==> src/rtl/eth_header_parser_if.sv <==
// RX byte-stream bundle feeding the Ethernet header parser.
// The first byte on the wire travels in the MSB lane of rx_data.
interface eth_header_parser_if #(
  parameter int IN_BYTES = 1
);
  logic [8*IN_BYTES-1:0] rx_data;
  logic                  rx_valid;
  logic                  rx_sof;
  logic                  rx_abort;

  modport master (output rx_data, rx_valid, rx_sof, rx_abort);
  modport slave  (input  rx_data, rx_valid, rx_sof, rx_abort);
endinterface

==> src/rtl/eth_header_parser.sv <==
// Ethernet header capture: places each RX byte into its fixed field slot by
// byte index, with optional absorption of one 802.1Q VLAN tag.
//
// state | meaning
// IDLE  | waiting for a start-of-frame beat
// HDR   | capturing header bytes 0-13
// VLAN  | capturing tag bytes 14-17 (TCI and inner EtherType)
// DONE  | header complete, fields held, following beats are payload
module eth_header_parser #(
  parameter int          IN_BYTES = 1,
  parameter bit          VLAN_EN  = 1'b1,
  parameter logic [15:0] TPID     = 16'h8100
) (
  input  logic                clk,
  input  logic                rst_n,
  eth_header_parser_if.slave  rx,
  output logic [47:0]         dst_mac,
  output logic [47:0]         src_mac,
  output logic [15:0]         eth_type,
  output logic [15:0]         vlan_tci,
  output logic                vlan_present,
  output logic [4:0]          hdr_len,
  output logic                hdr_valid,
  output logic                hdr_done,
  output logic                hdr_err,
  output logic                payload_valid
);

  generate
    if (IN_BYTES != 1 && IN_BYTES != 2) begin : g_bad_in_bytes
      $error("eth_header_parser: IN_BYTES must be 1 or 2");
    end
  endgenerate

  typedef enum logic [1:0] {IDLE, HDR, VLAN, DONE} state_t;

  state_t      state_q, state_d;
  logic [4:0]  cnt_q, cnt_d;
  logic [4:0]  base_cnt, idx;
  logic [7:0]  lane;
  logic [47:0] dst_d, src_d;
  logic [15:0] type_d, tci_d;
  logic        vlan_d;
  logic [4:0]  len_d;
  logic        done_d, err_d;
  logic        in_hdr, new_frame, capture;

  assign hdr_valid     = (state_q == DONE);
  assign payload_valid = (state_q == DONE) & rx.rx_valid & ~rx.rx_sof;

  always_comb begin
    state_d   = state_q;
    cnt_d     = cnt_q;
    dst_d     = dst_mac;
    src_d     = src_mac;
    type_d    = eth_type;
    tci_d     = vlan_tci;
    vlan_d    = vlan_present;
    len_d     = hdr_len;
    done_d    = 1'b0;
    err_d     = 1'b0;
    base_cnt  = cnt_q;
    idx       = '0;
    lane      = '0;
    capture   = 1'b0;
    in_hdr    = (state_q == HDR) || (state_q == VLAN);
    new_frame = rx.rx_valid & rx.rx_sof;

    if (rx.rx_abort) begin
      state_d = IDLE;
      cnt_d   = '0;
      err_d   = in_hdr;
    end else begin
      // A start-of-frame beat restarts from a clean slate in every state.
      if (new_frame) begin
        capture  = 1'b1;
        base_cnt = '0;
        dst_d    = '0;
        src_d    = '0;
        type_d   = '0;
        tci_d    = '0;
        vlan_d   = 1'b0;
        len_d    = '0;
        err_d    = in_hdr;
        state_d  = HDR;
      end else if (rx.rx_valid && in_hdr) begin
        capture = 1'b1;
      end

      if (capture) begin
        for (int i = 0; i < IN_BYTES; i++) begin
          lane = rx.rx_data[8*(IN_BYTES-i)-1 -: 8];
          idx  = base_cnt + 5'(i);
          for (int k = 0; k < 6; k++)
            if (idx == 5'(k)) dst_d[8*(5-k) +: 8] = lane;
          for (int k = 6; k < 12; k++)
            if (idx == 5'(k)) src_d[8*(11-k) +: 8] = lane;
          for (int k = 12; k < 14; k++)
            if (idx == 5'(k)) type_d[8*(13-k) +: 8] = lane;
          for (int k = 14; k < 16; k++)
            if (idx == 5'(k)) tci_d[8*(15-k) +: 8] = lane;
          // inner EtherType replaces the TPID held in the same register
          for (int k = 16; k < 18; k++)
            if (idx == 5'(k)) type_d[8*(17-k) +: 8] = lane;
        end
        cnt_d = base_cnt + 5'(IN_BYTES);

        if (!new_frame) begin
          if (state_q == HDR && cnt_d == 5'd14) begin
            if (VLAN_EN && type_d == TPID) begin
              state_d = VLAN;
              vlan_d  = 1'b1;
            end else begin
              state_d = DONE;
              len_d   = 5'd14;
              done_d  = 1'b1;
            end
          end else if (state_q == VLAN && cnt_d == 5'd18) begin
            state_d = DONE;
            len_d   = 5'd18;
            done_d  = 1'b1;
          end
        end
      end
    end
  end

  always_ff @(posedge clk or negedge rst_n) begin
    if (!rst_n) begin
      state_q      <= IDLE;
      cnt_q        <= '0;
      dst_mac      <= '0;
      src_mac      <= '0;
      eth_type     <= '0;
      vlan_tci     <= '0;
      vlan_present <= 1'b0;
      hdr_len      <= '0;
      hdr_done     <= 1'b0;
      hdr_err      <= 1'b0;
    end else begin
      state_q      <= state_d;
      cnt_q        <= cnt_d;
      dst_mac      <= dst_d;
      src_mac      <= src_d;
      eth_type     <= type_d;
      vlan_tci     <= tci_d;
      vlan_present <= vlan_d;
      hdr_len      <= len_d;
      hdr_done     <= done_d;
      hdr_err      <= err_d;
    end
  end

endmodule

==> src/flat_wrapper.sv <==
// flat-port wrapper written by rule: the top's interface ports become plain ports
module eth_header_parser_flat 
#(
  parameter int          IN_BYTES = 1,
  parameter bit          VLAN_EN  = 1'b1,
  parameter logic [15:0] TPID     = 16'h8100
)
  (clk, rst_n, dst_mac, src_mac, eth_type, vlan_tci, vlan_present, hdr_len, hdr_valid, hdr_done, hdr_err, payload_valid, rx_rx_data, rx_rx_valid, rx_rx_sof, rx_rx_abort);
  eth_header_parser_if #(.IN_BYTES(IN_BYTES)) rx_i ();
  input  logic clk;
  input  logic rst_n;
  output logic [47:0] dst_mac;
  output logic [47:0] src_mac;
  output logic [15:0] eth_type;
  output logic [15:0] vlan_tci;
  output logic vlan_present;
  output logic [4:0] hdr_len;
  output logic hdr_valid;
  output logic hdr_done;
  output logic hdr_err;
  output logic payload_valid;
  input wire logic [$bits(rx_i.rx_data)-1:0] rx_rx_data;
  input wire logic [$bits(rx_i.rx_valid)-1:0] rx_rx_valid;
  input wire logic [$bits(rx_i.rx_sof)-1:0] rx_rx_sof;
  input wire logic [$bits(rx_i.rx_abort)-1:0] rx_rx_abort;
  assign rx_i.rx_data = rx_rx_data;
  assign rx_i.rx_valid = rx_rx_valid;
  assign rx_i.rx_sof = rx_rx_sof;
  assign rx_i.rx_abort = rx_rx_abort;
  eth_header_parser #(.IN_BYTES(IN_BYTES), .VLAN_EN(VLAN_EN), .TPID(TPID)) u_core (.clk(clk), .rst_n(rst_n), .rx(rx_i), .dst_mac(dst_mac), .src_mac(src_mac), .eth_type(eth_type), .vlan_tci(vlan_tci), .vlan_present(vlan_present), .hdr_len(hdr_len), .hdr_valid(hdr_valid), .hdr_done(hdr_done), .hdr_err(hdr_err), .payload_valid(payload_valid));
endmodule
==> config.mk <==
export PLATFORM = sky130hd
export DESIGN_NAME = eth_header_parser_flat
export DESIGN_NICKNAME = d
export VERILOG_FILES = /design/src/rtl/eth_header_parser_if.sv /design/src/rtl/eth_header_parser.sv /design/src/flat_wrapper.sv
export SDC_FILE = /design/constraint.sdc
export NUM_CORES = 1
export LEC_CHECK = 0
export CORE_MARGIN = 1
export CORE_UTILIZATION = 50
export CTS_BUF_LIST = sky130_fd_sc_hd__clkbuf_4
export CTS_CLUSTER_SIZE = 14
export DETAILED_ROUTE_END_ITERATION = 7
export PLACE_DENSITY = 0.81
export SYNTH_ARGS = -nofsm -noshare
export SYNTH_HDL_FRONTEND = slang
export SYNTH_SLANG_ARGS = --single-unit
==> constraint.sdc <==
create_clock -name clk -period 4.7 [get_ports clk]
set_clock_uncertainty 0.15 [all_clocks]
set_input_delay 0.47 -clock clk [delete_from_list [all_inputs] [get_ports clk]]
set_output_delay 0.47 -clock clk [all_outputs]
set_load 0.1 [all_outputs]
# After elaboration in Yosys (flattened, before gate mapping)
# Cells that the tools add are included.
[totals]
regBits = 143
latchBits = 0
mem_bits_rw = 0
rom_bits = 0
in_bits = 13
output_inout_bits = 138
elab_cells = 107
mem_count = 0
[op_classes]
addsub = 1
n_mul = 0
div_mod_pow = 0
n_lt_le_gt_ge = 0
n_eq_ne = 23
shifts = 0
muxes = 63
bitwise = 4
reduce_logical = 6
[ops]
columns = ["op", "n"]
rows = [
  ["48-bit 2-to-1 mux", 4],
  ["8-bit 2-to-1 mux", 22],
  ["16-bit 2-to-1 mux", 4],
  ["5-bit 2-to-1 mux", 10],
  ["5-bit by 4-bit equality test with 1-bit output, second input constant", 9],
  ["5-bit by 3-bit equality test with 1-bit output, second input constant", 4],
  ["1-bit 2-to-1 mux", 17],
  ["16-bit equality test, second input constant", 1],
  ["5-bit equality test, second input constant", 3],
  ["2-bit 2-to-1 mux", 6],
  ["5-bit by 2-bit equality test with 1-bit output, second input constant", 2],
  ["5-bit by 1-bit adder with 5-bit output, second input constant", 1],
  ["5-bit by 1-bit equality test with 1-bit output, second input constant", 1],
  ["5-bit zero test", 1],
  ["2-bit equality test, second input constant", 2],
  ["1-bit AND", 3],
  ["1-bit logical AND", 3],
  ["2-bit by 1-bit equality test with 1-bit output, second input constant", 1],
  ["2-bit nonzero test", 1],
  ["1-bit logical OR", 1],
  ["1-bit NOT", 1],
]

# Depth between registers and ports, before layout
[depth]
word_depth = 14
mapped_depth = 10
depth_no_buf = 8

# Worst setup path before layout
# Ideal clock, no wire load.
[synth_path]
path_type = "flip-flop to output port"
startpoint = "register u_core.state_q[0]"
endpoint = "output payload_valid"
t_arrival_ns = 2.099
required_time_ns = 4.080
slack_ns = 1.981
path_stages_with_launch = 3
n_path_buf = 0
cell_sequence = "dfrtp_1 > ha_1 > and3_1"
[synth_between]
elab_chain_len = 3
[synth_lines]
columns = ["item", "line", "source"]
rows = [
  ["start: declaration", "eth_header_parser.sv:37", "state_t state_q, state_d;"],
  ["start signal: assignment", "eth_header_parser.sv:141", "state_q <= state_d;"],
  ["2-bit equality test", "n/a", ""],
  ["named net hdr_valid", "flat_wrapper.sv:18", "output logic hdr_valid;"],
  ["1-bit AND (2 in a row)", "eth_header_parser.sv:49", "assign payload_valid = (state_q == DONE) & rx.rx_valid & ~rx.rx_sof;"],
  ["end: declaration", "flat_wrapper.sv:21", "output logic payload_valid;"],
]
# The timed path passes the listed nets, and every way through them passes these cells.

# Worst setup path after layout
[layout_path]
startpoint = "input rx_rx_sof"
endpoint = "output payload_valid"
[layout_between]
elab_chain_len = 2
[layout_lines]
columns = ["item", "line", "source"]
rows = [
  ["start: declaration", "flat_wrapper.sv:24", "input wire logic [$bits(rx_i.rx_sof)-1:0] rx_rx_sof;"],
  ["1-bit NOT", "eth_header_parser.sv:49", ""],
  ["1-bit AND", "eth_header_parser.sv:49", ""],
]
# No other way between the ends.

==> run_results.csv <==
group,metric,value,unit
critical_path,cp.arrival,2.52,ns
sta,min_period,3.14,ns
drt,via_per_inst,5.94,
drt,drc_errors,4,
floorplanning,dieArea,12500,µm²
grt,antenna_found_initial,1,
outcome,status,"finished, violations left",
sta,fmax,0.319,GHz
power_and_ir_drop,leakagePower,3.37,nW
placed_design,gp_congestion,0.840,
grt,grt_overflow,0,
placed_design,placed_cells_incl_taps,801,
clock_tree,cts_hold_buf,1,
min_path,hold_path_class,"register to register",
logic_synthesis,synth_fa_ha_area_share,0.827,%
logic_synthesis,async_flop_share,100,%
sta,rsz0062_at_grt,"no",
clock_tree,cts_num_sinks,143,
logic_synthesis,synthTopCellsByArea,"dfrtp_1 (59%), o2bb2ai_1 (8.1%), nand2_1 (5.0%)",
critical_path,cp_slowest_cell,"clkdlybuf4s50_1",
logic_synthesis,synth_edf_count,0,
grt,grt.total_usage,28.7,%
logic_synthesis,synth-seq-area-share,59.1,%
logic_synthesis,synthXorXnorAreaFrac,0,%
grt,grt_max_degree,93,
placed_design,place_area,7550,µm²
drt,drt_iter0_markers,400,
logic_synthesis,synth_cells,552,
final_layout,multiInputGateArea,2180,µm²
outcome,violations,"DRC",
drt,wire_per_inst,20.3,µm
logic_synthesis,synth_area,6050,µm²
clock_tree,cts_max_level,4,
final_layout,syn_to_final_growth,29.9,%
floorplanning,initial_core_util,52.1,%
sta,hold_viol_final,0,
logic_synthesis,syn_nets,569,
flow_run,maxCapViolations,0,
logic_synthesis,synth_cell_type_count,53,
min_path,min_from,"u_core.src_mac[39]",
floorplanning,rows,39,
sta,whs,0.355,ns
sta,finalSetupViolations,0,
critical_path,path_class,"input pin to output pin",
logic_synthesis,synth_compound_area_share,20.0,%
critical_path,cp_cell_sequence,"clkdlybuf4s50_1, inv_1, and3_1, clkdlybuf4s50_1",
sta,worst_pin_slew,1.03,ns
final_layout,drive_gt1_share,8.39,%
placed_design,hpwl,11.4,mm
clock_tree,cts_buffers,17,
drt,drt_pass1_iterations,7,
drt,final_antenna_net_count,0,
logic_synthesis,synth_top_area_share,59.1,%
final_layout,stdcell_count,835,
logic_synthesis,synth.area.mux_share,1.82,%
power_and_ir_drop,ir_drop,0.223,mV
logic_synthesis,synth_top_family_by_area,"compound AO/OA/AOI/OAI gates",
power_and_ir_drop,powerDensity,355,nW/µm²
clock_tree,cts_setup_buffers,0,
floorplanning,io_pins,151,
min_path,hold_end,"u_core.src_mac[39]",
clock_tree,clkLatencyLatePin,0.54,ns
sta,tns,0,ns
grt,grt_pass1_vias,4993,
placed_design,io_buffer_count,150,
critical_path,r2r-start,"u_core.state_q[0]",
critical_path,r2r_cells,5,
critical_path,critPathCaptureType,"output pin",
clock_tree,clkTransAtPathRegs,0.12,ns
final_layout,seq_area,3580,µm²
logic_synthesis,post-synth-top-count-cell,"dfrtp_1",
logic_synthesis,synth-simple-area-share,13.5,%
critical_path,reg2reg_to,"u_core.hdr_len[1]",
drt,dr_total_vias,4963,
sta,finalMaxSlewViolations,0,
final_layout,final_util,67.7,%
clock_tree,cts-root-buf,"clkbuf_4",
clock_tree,clock_path_buffers,2,
logic_synthesis,ys_ff_latch,143,
floorplanning,die_w,112,µm
clock_tree,tritoncts,"built",
grt,grt_pass1_wl,27.4,mm
floorplanning,coreArea,11600,µm²
logic_synthesis,syn_area_per_cell,11.0,µm²
critical_path,crit_path_frequent_cell,"clkdlybuf4s50_1",
clock_tree,cts_resized,0,
critical_path,max_stage_delay,1.12,ns
sta,relSlewSlack,31.2,%
logic_synthesis,synth.top_cells.by_count,"dfrtp_1 (143), nand2_1 (80), o2bb2ai_1 (56)",
min_path,worstHoldPathCells,1,
logic_synthesis,synth.largest_area_cell,"dfrtp_1",
sta,finalCritPeriodShare,66.7,%
logic_synthesis,yosys_warnings,0,
final_layout,num-fill-cells,875,
critical_path,cp.required,4.08,ns
critical_path,crit_path_max_fanout,8,
critical_path,r2r_slack,1.79,ns
drt,wl,16.9,mm
final_layout,fin_area,7860,µm²
logic_synthesis,ys.flop_type,"dfrtp_1",
floorplanning,die-height,112,µm
final_layout,fin_nets,695,
critical_path,worstSetupStartpointType,"input pin",
## critical path, delay by kind of cell
kind / cells / cell delay, ns
buffers and inverters: 3 / 1.87
AND/OR/NAND/NOR: 1 / 0.17
## layout by cell type, fill, tap and decap left out, types with 5 or more instances in the layout
cell type | synthesis | layout
a22o_1 | 24 | 24
o22ai_1 | 8 | 8
inv_1 | 22 | 22
mux2_2 | 8 | 8
a21o_1 | 7 | 7
o2bb2ai_1 | 56 | 56
nand3_1 | 8 | 8
and3_1 | 6 | 6
clkdlybuf4s50_1 | 0 | 149
clkbuf_4 | 0 | 17
nand2b_1 | 11 | 11
dfrtp_1 | 143 | 143
a21oi_1 | 12 | 12
o21ai_0 | 39 | 39
nor4_1 | 5 | 5
nor3_2 | 6 | 6
nor2_1 | 22 | 22
nand2_1 | 80 | 80
## layout make-up
cell class	instances	share of cell area, %
flip-flops and latches	143	45.5
multi-input cells	340	27.8
repair buffers	154	19.5
well taps	143	2.28
clock inverters	15	2.17
clock buffers	17	1.62
inverters	22	1.05
diodes	1	0.0318
## cells by family (layout without fill, tap and decap cells)
family,count (synthesis),after routing
multiplexers,10,10
adder cells (fa/ha/maj),4,4
AND/OR/NAND/NOR,161,161
AO/OA/AOI/OAI,165,165
buffers and inverters,69,208
other,0,1
flip-flops,143,143
## where the power goes
part | internal (mW) | total (mW) | leakage (nW) | switching (mW)
Sequential | 1.28 | 1.32 | 1.95 | 0.0415
Clock | 0.365 | 0.818 | 0.151 | 0.453
Combinational | 0.144 | 0.650 | 1.27 | 0.506
Total | 1.79 | 2.79 | 3.37 | 1.00
## routing by layer
metal / share of wire [%] / global-route usage (%)
met1: 43 / 39.1
met4: 2.1 / 11.2
met3: 6.9 / 8.00
met2: 48 / 43.7
met5: 0 / 0
## flip-flops by register name, indices dropped and copies added, names as in the netlist
register / count
u_core.dst_mac: 48
u_core.src_mac: 48
u_core.eth_type: 16
u_core.vlan_tci: 16
u_core.cnt_q: 5
u_core.hdr_len: 5
u_core.state_q: 2
u_core.hdr_done: 1
u_core.hdr_err: 1
u_core.vlan_present: 1
## how the worst max path moves through the flow
stage / from / end / cells after the start
after CTS: rx_rx_sof / payload_valid / 4
after global routing: rx_rx_sof / payload_valid / 4
after detailed placement: rx_rx_sof / u_core.hdr_len[3] / 9
after global placement: rx_rx_sof / u_core.hdr_len[2] / 9
after floorplan: u_core.state_q[0] / payload_valid / 2
final: rx_rx_sof / payload_valid / 4
## through the flow
| step | setup slack [ns] | total power, mW |
|---|---|---|
| CTS | 1.56 | 2.80 |
| floorplan | 1.98 | 1.81 |
| global placement | 1.36 | 1.98 |
| detailed placement | 1.25 | 1.99 |
| global route | 1.47 | 2.89 |
| finish | 1.56 | 2.79 |
Note: power is estimated with default switching activity, not from simulation.
